### config.mk
export PLATFORM = sky130hd
export DESIGN_NAME = dw02_mac
export DESIGN_NICKNAME = d
export VERILOG_FILES = /design/src/rtl/dw02_mac.sv
export SDC_FILE = /design/constraint.sdc
export NUM_CORES = 1
export LEC_CHECK = 0
export CORE_ASPECT_RATIO = 1.25
export CORE_UTILIZATION = 35
export DETAILED_ROUTE_END_ITERATION = 12
export PLACE_DENSITY = 0.67
export RECOVER_POWER = 100
export SLEW_MARGIN = 20
export SYNTH_ARGS = -nofsm -noshare
export SYNTH_HDL_FRONTEND = slang
export SYNTH_SLANG_ARGS = --single-unit
### constraint.sdc
create_clock -name vclk -period 9.25
set_input_delay 1.85 -clock vclk [all_inputs]
set_output_delay 1.85 -clock vclk [all_outputs]
set_load 0.02 [all_outputs]
### src/rtl/dw02_mac.sv
// Multiply-accumulate core: MAC = A*B + C (mod 2^N), unsigned or two's complement,
// built from a Baugh-Wooley partial-product array, a carry-save chain and one final adder.
module dw02_mac #(
    parameter int A_width = 8,
    parameter int B_width = 8,
    parameter int OUT_REG = 0
) (
    input  logic                       MAC_ACC_CLK,
    input  logic                       acc_ff_rstn,
    input  logic [A_width-1:0]         A,
    input  logic [B_width-1:0]         B,
    input  logic [A_width+B_width-1:0] C,
    input  logic                       TC,
    output logic [A_width+B_width-1:0] MAC
);

    localparam int N    = A_width + B_width;
    localparam int ROWS = B_width + 2;

    // Baugh-Wooley correction 2^(A_width-1) + 2^(B_width-1) + 2^(N-1), only added when TC=1.
    localparam logic [N-1:0] ONE      = 1;
    localparam logic [N-1:0] BW_CONST = (ONE << (A_width - 1)) + (ONE << (B_width - 1))
                                      + (ONE << (N - 1));

    logic [N-1:0] pp    [ROWS];
    logic [N-1:0] csa_s [ROWS-1];
    logic [N-1:0] csa_c [ROWS-1];
    logic [N-1:0] maj;
    logic [N-1:0] mac_comb;

    always_comb begin
        // Bits pairing exactly one sign bit with a non-sign bit carry negative
        // weight in two's complement; inverting them is the Baugh-Wooley trick.
        for (int j = 0; j < B_width; j++) begin
            pp[j] = '0;
            for (int i = 0; i < A_width; i++) begin
                pp[j][i+j] = (A[i] & B[j]) ^ (TC & ((i == A_width - 1) != (j == B_width - 1)));
            end
        end
        pp[B_width]     = TC ? BW_CONST : '0;
        pp[B_width + 1] = C;

        // Linear 3:2 compressor chain; carries out of bit N-1 are dropped (wrap-around).
        csa_s[0] = pp[0];
        csa_c[0] = pp[1];
        maj      = '0;
        for (int k = 2; k < ROWS; k++) begin
            csa_s[k-1] = csa_s[k-2] ^ csa_c[k-2] ^ pp[k];
            maj        = (csa_s[k-2] & csa_c[k-2]) | (csa_s[k-2] & pp[k]) | (csa_c[k-2] & pp[k]);
            csa_c[k-1] = {maj[N-2:0], 1'b0};
        end

        mac_comb = csa_s[ROWS-2] + csa_c[ROWS-2];
    end

    if (OUT_REG != 0) begin : g_reg
        // No handshake: inputs are sampled on every rising edge; reset clears asynchronously.
        always_ff @(posedge MAC_ACC_CLK or negedge acc_ff_rstn) begin
            if (!acc_ff_rstn) begin
                MAC <= '0;
            end else begin
                MAC <= mac_comb;
            end
        end
    end else begin : g_comb
        logic unused_clk_rst;
        assign unused_clk_rst = MAC_ACC_CLK ^ acc_ff_rstn;
        assign MAC            = mac_comb;
    end

endmodule

# After elaboration in Yosys (flattened, before gate mapping)
# Cells that the tools add are included.
[word_totals]
ff_bits = 0
in_bits = 35
output_inout_bits = 16
elab_cells = 136
[op_classes]
n_addsub = 1
muxes = 1
bitwise = 134
[op_table]
columns = ["operator", "n"]
rows = [
  ["15-bit bitwise OR", 15],
  ["15-bit AND", 13],
  ["16-bit bitwise XOR", 9],
  ["1-bit AND", 64],
  ["15-bit by 11-bit AND with 15-bit output", 2],
  ["15-bit by 12-bit AND with 15-bit output", 2],
  ["15-bit by 13-bit AND with 15-bit output", 2],
  ["15-bit by 14-bit AND with 15-bit output", 2],
  ["16-bit adder", 1],
  ["16-bit two-way mux", 1],
  ["16-bit by 11-bit bitwise XOR with 16-bit output", 1],
  ["16-bit by 12-bit bitwise XOR with 16-bit output", 1],
  ["16-bit by 13-bit bitwise XOR with 16-bit output", 1],
  ["16-bit by 14-bit bitwise XOR with 16-bit output", 1],
  ["16-bit by 15-bit bitwise XOR with 16-bit output", 1],
  ["15-bit by 10-bit bitwise OR with 15-bit output", 1],
  ["1-bit bitwise XOR", 14],
  ["8-bit by 10-bit AND with 10-bit output", 1],
  ["9-bit by 10-bit AND with 10-bit output", 1],
  ["9-bit by 10-bit bitwise XOR with 10-bit output", 1],
  ["8-bit by 9-bit AND with 9-bit output", 1],
  ["8-bit by 9-bit bitwise XOR with 9-bit output", 1],
]

# Longest topological paths before layout
# Gate-level depths: netlist of run 1.
[logic_depth]
word_depth = 27
ltp_mapped = 23
ltp_nobuf = 22

# Worst setup path after synthesis of run 1
# Ideal clock, no wire load.
[synth_timing]
path_kind = "input port to output port"
startpoint = "input TC"
endpoint = "output MAC[14]"
t_arrival_ns = 7.962
required_ns = 7.400
slack_ns = -0.562
stages = 21
n_path_buf = 3
cell_sequence = "clkbuf_1 buf_2 xor2_1 fa_1 fa_1 fa_1 fa_1 inv_1 fa_1 inv_1 fa_1 inv_1 fa_1 fa_1 ha_1 buf_2 and4_1 nand2_1 a21oi_1 nor4_1 a311oi_1"
[synth_via]
elab_chain_len = 25
word_cells_on_any_way = 72
cone_classes = "1 x add/sub; 1 x mux; 70 x bitwise"
[synth_rtl]
columns = ["item", "line", "rtl"]
rows = [
  ["start, declared", "13", "input logic TC,"],
  ["1-bit bitwise XOR", "37", "pp[j][i+j] = (A[i] & B[j]) ^ (TC & ((i == A_width - 1) != (j == B_width - 1)));"],
  ["8-bit by 9-bit AND with 9-bit output, or another cell as far along", "49", "maj = (csa_s[k-2] & csa_c[k-2]) | (csa_s[k-2] & pp[k]) | (csa_c[k-2] & pp[k]);"],
  ["15-bit bitwise OR / 9-bit by 10-bit bitwise XOR with 10-bit output (equally long branches)", "49, 48", ""],
  ["15-bit by 10-bit bitwise OR with 15-bit output, or another cell as far along", "49", ""],
  ["15-bit AND, or another cell as far along", "49", ""],
  ["15-bit bitwise OR / 16-bit by 11-bit bitwise XOR with 16-bit output (equally long branches)", "49, 48", ""],
  ["15-bit bitwise OR, or another cell as far along", "49", ""],
  ["15-bit AND, or another cell as far along", "49", ""],
  ["[8 not listed]", "n/a", ""],
  ["15-bit AND, or another cell as far along", "49", ""],
  ["15-bit bitwise OR / 16-bit by 15-bit bitwise XOR with 16-bit output (equally long branches)", "49, 48", ""],
  ["15-bit bitwise OR / 15-bit AND (equally long branches)", "49", ""],
  ["15-bit AND, or another cell as far along", "49", ""],
  ["15-bit bitwise OR / 16-bit bitwise XOR (equally long branches)", "49, 48", ""],
  ["15-bit bitwise OR / 15-bit AND (equally long branches)", "49", ""],
  ["16-bit bitwise XOR / 15-bit bitwise OR (equally long branches) (2 in a row)", "48, 49", ""],
  ["16-bit adder *", "53", "mac_comb = csa_s[ROWS-2] + csa_c[ROWS-2];"],
  ["end, declared", "14", "output logic [A_width+B_width-1:0] MAC"],
]
# Mark *: on every way between the ends. The rest lies on a longest branch, timed or not.

# Worst setup path after layout of run 1
[layout_timing]
startpoint = "input A[7]"
endpoint = "output MAC[15]"
[layout_via]
elab_chain_len = 27
word_cells_on_any_way = 72
cone_classes = "1 x add/sub; 71 x bitwise"
[layout_rtl]
columns = ["item", "line", "rtl"]
rows = [
  ["start, declared", "10", "input logic [A_width-1:0] A,"],
  ["1-bit AND", "37", ""],
  ["1-bit bitwise XOR", "37", ""],
  ["8-bit by 9-bit AND with 9-bit output / 8-bit by 10-bit AND with 10-bit output (equally long branches)", "49", ""],
  ["15-bit bitwise OR", "49", ""],
  ["15-bit by 10-bit bitwise OR with 15-bit output", "49", ""],
  ["15-bit AND", "49", ""],
  ["15-bit bitwise OR (2 in a row)", "49", ""],
  ["15-bit AND", "49", ""],
  ["[6 not listed]", "n/a", ""],
  ["15-bit bitwise OR (2 in a row)", "49", ""],
  ["15-bit AND", "49", ""],
  ["15-bit bitwise OR (2 in a row)", "49", ""],
  ["15-bit AND", "49", ""],
  ["15-bit bitwise OR (2 in a row)", "49", ""],
  ["15-bit AND", "49", ""],
  ["15-bit bitwise OR (2 in a row)", "49", ""],
  ["16-bit adder *", "53", ""],
]
# Marked as above.

==> results of run 1 <==
## cells by family after synthesis
| kind of cell | Yosys count |
|---|---|
| buffers and inverters | 48 |
| muxes | 1 |
| adders and majority gates | 86 |
| AOI/OAI and AO/OA | 36 |
| and+or+nand+nor | 92 |
| xor gates and xnor gates | 25 |
## layout make-up
cell class / instances / area share
Inverter: 41 / 0.0411
Multi-Input combinational cell: 240 / 0.691
Tap cell: 90 / 0.0301
Timing Repair Buffer: 104 / 0.237
## path summary, 6_finish.rpt
kind / start / endpoint / slack (ps) / depth (start not counted)
max: A[7] / MAC[15] / -4 / 21
min: TC / MAC[15] / 4610 / 6
## Yosys cell counts (all sizes together)
master / n / area (um2)
buf: 3 / 15.0
ha: 36 / 450
o21ai: 3 / 18.8
a211oi: 2 / 15.0
and2: 17 / 106
a22oi: 2 / 15.0
a221oi: 3 / 32.5
nor4: 1 / 6.26
o2111ai: 2 / 17.5
a21o: 8 / 60.1
nor4b: 1 / 8.76
inv: 41 / 154
a22o: 1 / 8.76
xnor2: 13 / 114
nand4: 2 / 12.5
mux2i: 1 / 10.0
nand3: 4 / 20.0
a21oi: 9 / 45.0
or4: 1 / 7.51
clkbuf: 4 / 15.0
nor3: 1 / 5.00
or3: 1 / 6.26
a21boi: 1 / 7.51
and4: 1 / 8.76
nand2: 56 / 210
fa: 50 / 1000
and3: 2 / 12.5
o221ai: 1 / 8.76
a311oi: 1 / 8.76
o21bai: 1 / 7.51
nor2: 5 / 18.8
xor2: 12 / 105
a31oi: 2 / 12.5
## metrics by stage
step	std cells	setup slack, ps	area (um2)	hold slack (ps)	util
6_report	475	-3.90	3750	4610	0.537
5_1_grt	475	-175	3750	4680	0.537
4_1_cts	470	-58.1	3640	4660	0.522
3_5_place_dp	468	-1070	3580	4890	0.513
3_3_place_gp	468	-1050	3580	4910	0.513
2_1_floorplan	288	-63.6	2660	3910	-
## worst min-delay path, delay by kind of cell
family / cells / cell delay, ps
xor gates and xnor gates: 3 / 390
buffers and inverters: 3 / 520
## layer usage
layer	global-route usage	up-vias	wire, um
met5	0	-	0
met4	0.00855	0	38
met3	0.00469	4	171
met2	0.273	49	3070
met1	0.198	1104	2250
li1	-	1131	-
## what timing repair did
item                       in CTS  in global routing
pin swaps                      20                 21
setup endpoints to repair       9                  8
gates resized for setup        96                 26
buffers inserted                3                  5
==> impl_metrics.tcl, run 1 <==
set metrics [dict create \
    worstPathMaxFanout 4 \
    worst_hold_check_path_type "primary input to output pin" \
    area_taken_by_multi_input_logic_gates_um2 2590 \
    place.gp.congestion 0.819 \
    global_route.overflow_total 0 \
    design.core.area_um2 6980 \
    finalSetupViolations 2 \
    violations "negative setup slack" \
    cp.required_ps 7400 \
    yosys_warnings 0 \
    synth_top_family_by_area "adder cells" \
    critPathKind "primary input to output pin" \
    die_area_um2 7620 \
    seq_cells 0 \
    postRouteWirelength_mm 5.54 \
    core.rowCount 34 \
    gr-usage-all-layers 0.148 \
    bufs_and_invs_on_worst_path 5 \
    syn_inst 288 \
    num_vias 2288 \
    final_hold_vio_count 0 \
    synth_fp_nets 409 \
    max_slew_margin 0.643 \
    crit_path_end_kind "output pin" \
    synth-compound-area-share 0.101 \
    syn2layout_area_growth_pct 47.2 \
    status "complete, but fails checks" \
    tightest_slew_ps 531 \
    layout_commonest_cell "sky130_fd_sc_hd__buf_4" \
    clock_buffer_count 0 \
    final_layout_setup_total_negative_slack_ps -5.40 \
    cts_hold_buffers_added 0 \
    mappedNetlistArea_um2 2540 \
    startpoint_type "primary input" \
    rsz_0062_raised_after_global_routing "true" \
    register_area_um2 0 \
    synth_simple_gate_area_share 0.166 \
    chipHeight_um 97.3 \
    yosys.cell_types.count 35 \
    synth_area_per_cell_um2 8.84 \
    post_synth_mux_area_share 0.00393 \
    drt.antenna.violating_nets 0 \
    mostFrequentLayoutCells "sky130_fd_sc_hd__buf_4, sky130_fd_sc_hd__nand2_1, sky130_fd_sc_hd__fa_1" \
    critical_path_cell_with_the_highest_stage_delay "sky130_fd_sc_hd__fa_2" \
    period_needed_ps 9250 \
    drt-initial-drc-count 35 \
    fmaxAchievable_mhz 108 \
    drt-vias-per-instance 4.82 \
    synth-seq-area-share 0 \
    antennaDiodeCount 0 \
    grt_antenna_before_repair 0 \
    final_worst_path_period_share 1.00 \
    nNetsFinal 508 \
    critical_path_arrival_ps 7400 \
    cp_top_family "adder cells" \
    critPathMaxStageDelay_ps 580 \
    synth_adder_area_share 0.570 \
    routedWlPerCell_um 11.7 \
    timing.critical_path.cells "buf_8 > nand2_4 > xor2_2 > fa_2 > fa_2 > fa_2 > fa_1 > inv_1 > fa_1 > inv_1 > fa_1 > inv_1 > fa_1 > fa_1 > ha_4 > a21o_1 > a221oi_2 > o21ai_2 > a31oi_2 > xnor2_2 > buf_4" \
    slew_viol_final 0 \
    layout.filler_cells 681 \
    floorplan.die.width_um 78.3 \
    layout_setup_ws_ps -3.90 \
    cap_violations 0 \
    design.portCount 51 \
    initial_util 0.365 \
    detail_route.drc_violations 0 \
    grt_first_pass_wirelength_mm 9.48 \
    vias_in_the_first_global_route 2262 \
    synth_xor_xnor_area_share 0.0860 \
    i_o_buffers 49 \
    crit_top_cell "sky130_fd_sc_hd__fa_1" \
    grt_start_max_net_pins 14 \
    fraction_of_final_layout_cells_sized_beyond_drive_strength_1 0.306 \
    detailedPlacementHpwl_mm 4.90 \
    drtPass1Iterations 4 \
]
Power of run 1 is not shown: default switching activity piles up to over one toggle a cycle in this logic, so the estimate is an artifact.
==> run 2, diff against run 1 <==
--- a/config.mk
+++ b/config.mk
@@ -5,10 +5,12 @@
 export SDC_FILE = /design/constraint.sdc
 export NUM_CORES = 1
 export LEC_CHECK = 0
+export CELL_PAD_IN_SITES_DETAIL_PLACEMENT = 1
+export CELL_PAD_IN_SITES_GLOBAL_PLACEMENT = 2
 export CORE_ASPECT_RATIO = 1.25
-export CORE_UTILIZATION = 35
+export CORE_UTILIZATION = 30
 export DETAILED_ROUTE_END_ITERATION = 12
-export PLACE_DENSITY = 0.67
+export PLACE_DENSITY = 0.88
 export RECOVER_POWER = 100
 export SLEW_MARGIN = 20
 export SYNTH_ARGS = -nofsm -noshare
==> impl_metrics.tcl, run 2 (synthesized netlist as in run 1, its figures left out) <==
set metrics [dict create \
    status "complete, but fails checks" \
    violations "design-rule violations, negative setup slack" \
    seq_cells 0 \
    dpl.cell_count 474 \
    grt_use_met3 0.00158 \
    period_needed_ps 9320 \
    top_usage_layer "met2" \
    met1_usage_grt 0.179 \
    num_vias 2356 \
    drtPass1Iterations 8 \
    finalSetupViolations 4 \
    chipHeight_um 105 \
    startpoint_type "primary input" \
    mostFrequentLayoutCells "sky130_fd_sc_hd__buf_4, sky130_fd_sc_hd__nand2_1, sky130_fd_sc_hd__fa_1" \
    area_taken_by_multi_input_logic_gates_um2 2610 \
    layout_commonest_cell "sky130_fd_sc_hd__buf_4" \
    layout_setup_ws_ps -65.3 \
    cp.required_ps 7400 \
    tightest_slew_ps 495 \
    final_worst_path_period_share 1.01 \
    postRouteWirelength_mm 6.64 \
    grt_first_pass_wirelength_mm 11.4 \
    critical_path_cell_with_the_highest_stage_delay "sky130_fd_sc_hd__fa_2" \
    timing.critical_path.cells "buf_12 > nand2_8 > xor2_4 > fa_2 > fa_2 > fa_2 > fa_1 > inv_1 > fa_1 > inv_1 > fa_1 > inv_2 > fa_1 > fa_1 > ha_4 > a21o_1 > a221oi_2 > o21ai_2 > a31oi_2 > xnor2_2 > buf_4" \
    register_area_um2 0 \
    drt-vias-per-instance 4.91 \
    global_route.overflow_total 0 \
    layout.filler_cells 979 \
    vias_in_the_first_global_route 2599 \
    clock_buffer_count 0 \
    drt.antenna.violating_nets 0 \
    detail_route.drc_violations 4 \
    floorplan.die.width_um 84.4 \
    critPathMaxStageDelay_ps 540 \
    fraction_of_final_layout_cells_sized_beyond_drive_strength_1 0.287 \
    met2_track_demand_over_resource_in_global_routing 0.326 \
    gr-usage-all-layers 0.154 \
    fmaxAchievable_mhz 107 \
    cap_violations 0 \
    rsz_0062_raised_after_global_routing "true" \
    syn2layout_area_growth_pct 47.2 \
    worstPathMaxFanout 6 \
    detailedPlacementHpwl_mm 5.64 \
    max_slew_margin 0.667 \
    final_hold_vio_count 0 \
    nNetsFinal 506 \
    i_o_buffers 49 \
    worst_hold_check_path_type "primary input to output pin" \
    crit_path_end_kind "output pin" \
    cts_hold_buffers_added 0 \
    slew_viol_final 0 \
    die_area_um2 8860 \
    antennaDiodeCount 0 \
    critical_path_arrival_ps 7470 \
    place.gp.congestion 0.786 \
    grt_antenna_before_repair 0 \
    design.core.area_um2 8240 \
    grt_start_max_net_pins 14 \
    drt-initial-drc-count 23 \
    design.portCount 51 \
    core.rowCount 37 \
    crit_top_cell "sky130_fd_sc_hd__fa_1" \
    initial_util 0.309 \
    routedWlPerCell_um 13.8 \
    critPathKind "primary input to output pin" \
    post_layout_nonfiller_instances 480 \
]
[run 2: cell types whose count changed in the layout (fill, tap and decap cells not counted), sizes merged]
cell,previous run,this run
clkbuf,2,5
clkdlybuf4s15,0,1
buf,69,64
dlygate4sd2,2,1
[run 2: timing repair]
item	CTS	global route
setup buffers	7	2
gates resized for setup	87	29
endpoints found under the setup margin	9	8
pin swaps	26	24
[run 2: critical path: cells and delay by family]
family          cells  cell delay, ps
buf+inv             5             400
compound gates      4             820
fa+ha+maj           9            4020
simple gates        1              60
xor+xnor            2             320
[run 2: layer usage]
layer  wire length [um]  vias to the layer above
li1                   -                     1123
met1               2520                     1205
met2               3990                       28
met3                129                        0
met4                  0                        0
met5                  0                        -
[run 2: worst paths after layout]
check  cells after the start  start       to
min                        5  C[15]  MAC[15]
max                       21   B[0]  MAC[15]
[run 2: layout make-up]
| class | instances | share of cell area |
|---|---|---|
| inverters | 41 | 0.0411 |
| multi-input cells | 240 | 0.696 |
| well taps | 97 | 0.0324 |
| repair buffers | 102 | 0.230 |
[run 2: metrics by stage]
| stage | hold WS [ps] | utilization | cell area, um2 | TNS, ps | setup WS, ps |
|---|---|---|---|---|---|
| final | 4630 | 0.455 | 3750 | -184 | -65.3 |
| after floorplan | 3910 | - | 2660 | -103 | -63.6 |
| after CTS | 4670 | 0.447 | 3680 | -1510 | -278 |
| after global routing | 4710 | 0.455 | 3750 | -1080 | -267 |
| after detailed placement | 4880 | 0.434 | 3580 | -9080 | -1270 |
| after global placement | 4880 | 0.434 | 3580 | -8490 | -1160 |
Power of run 2 is left out for the same reason.
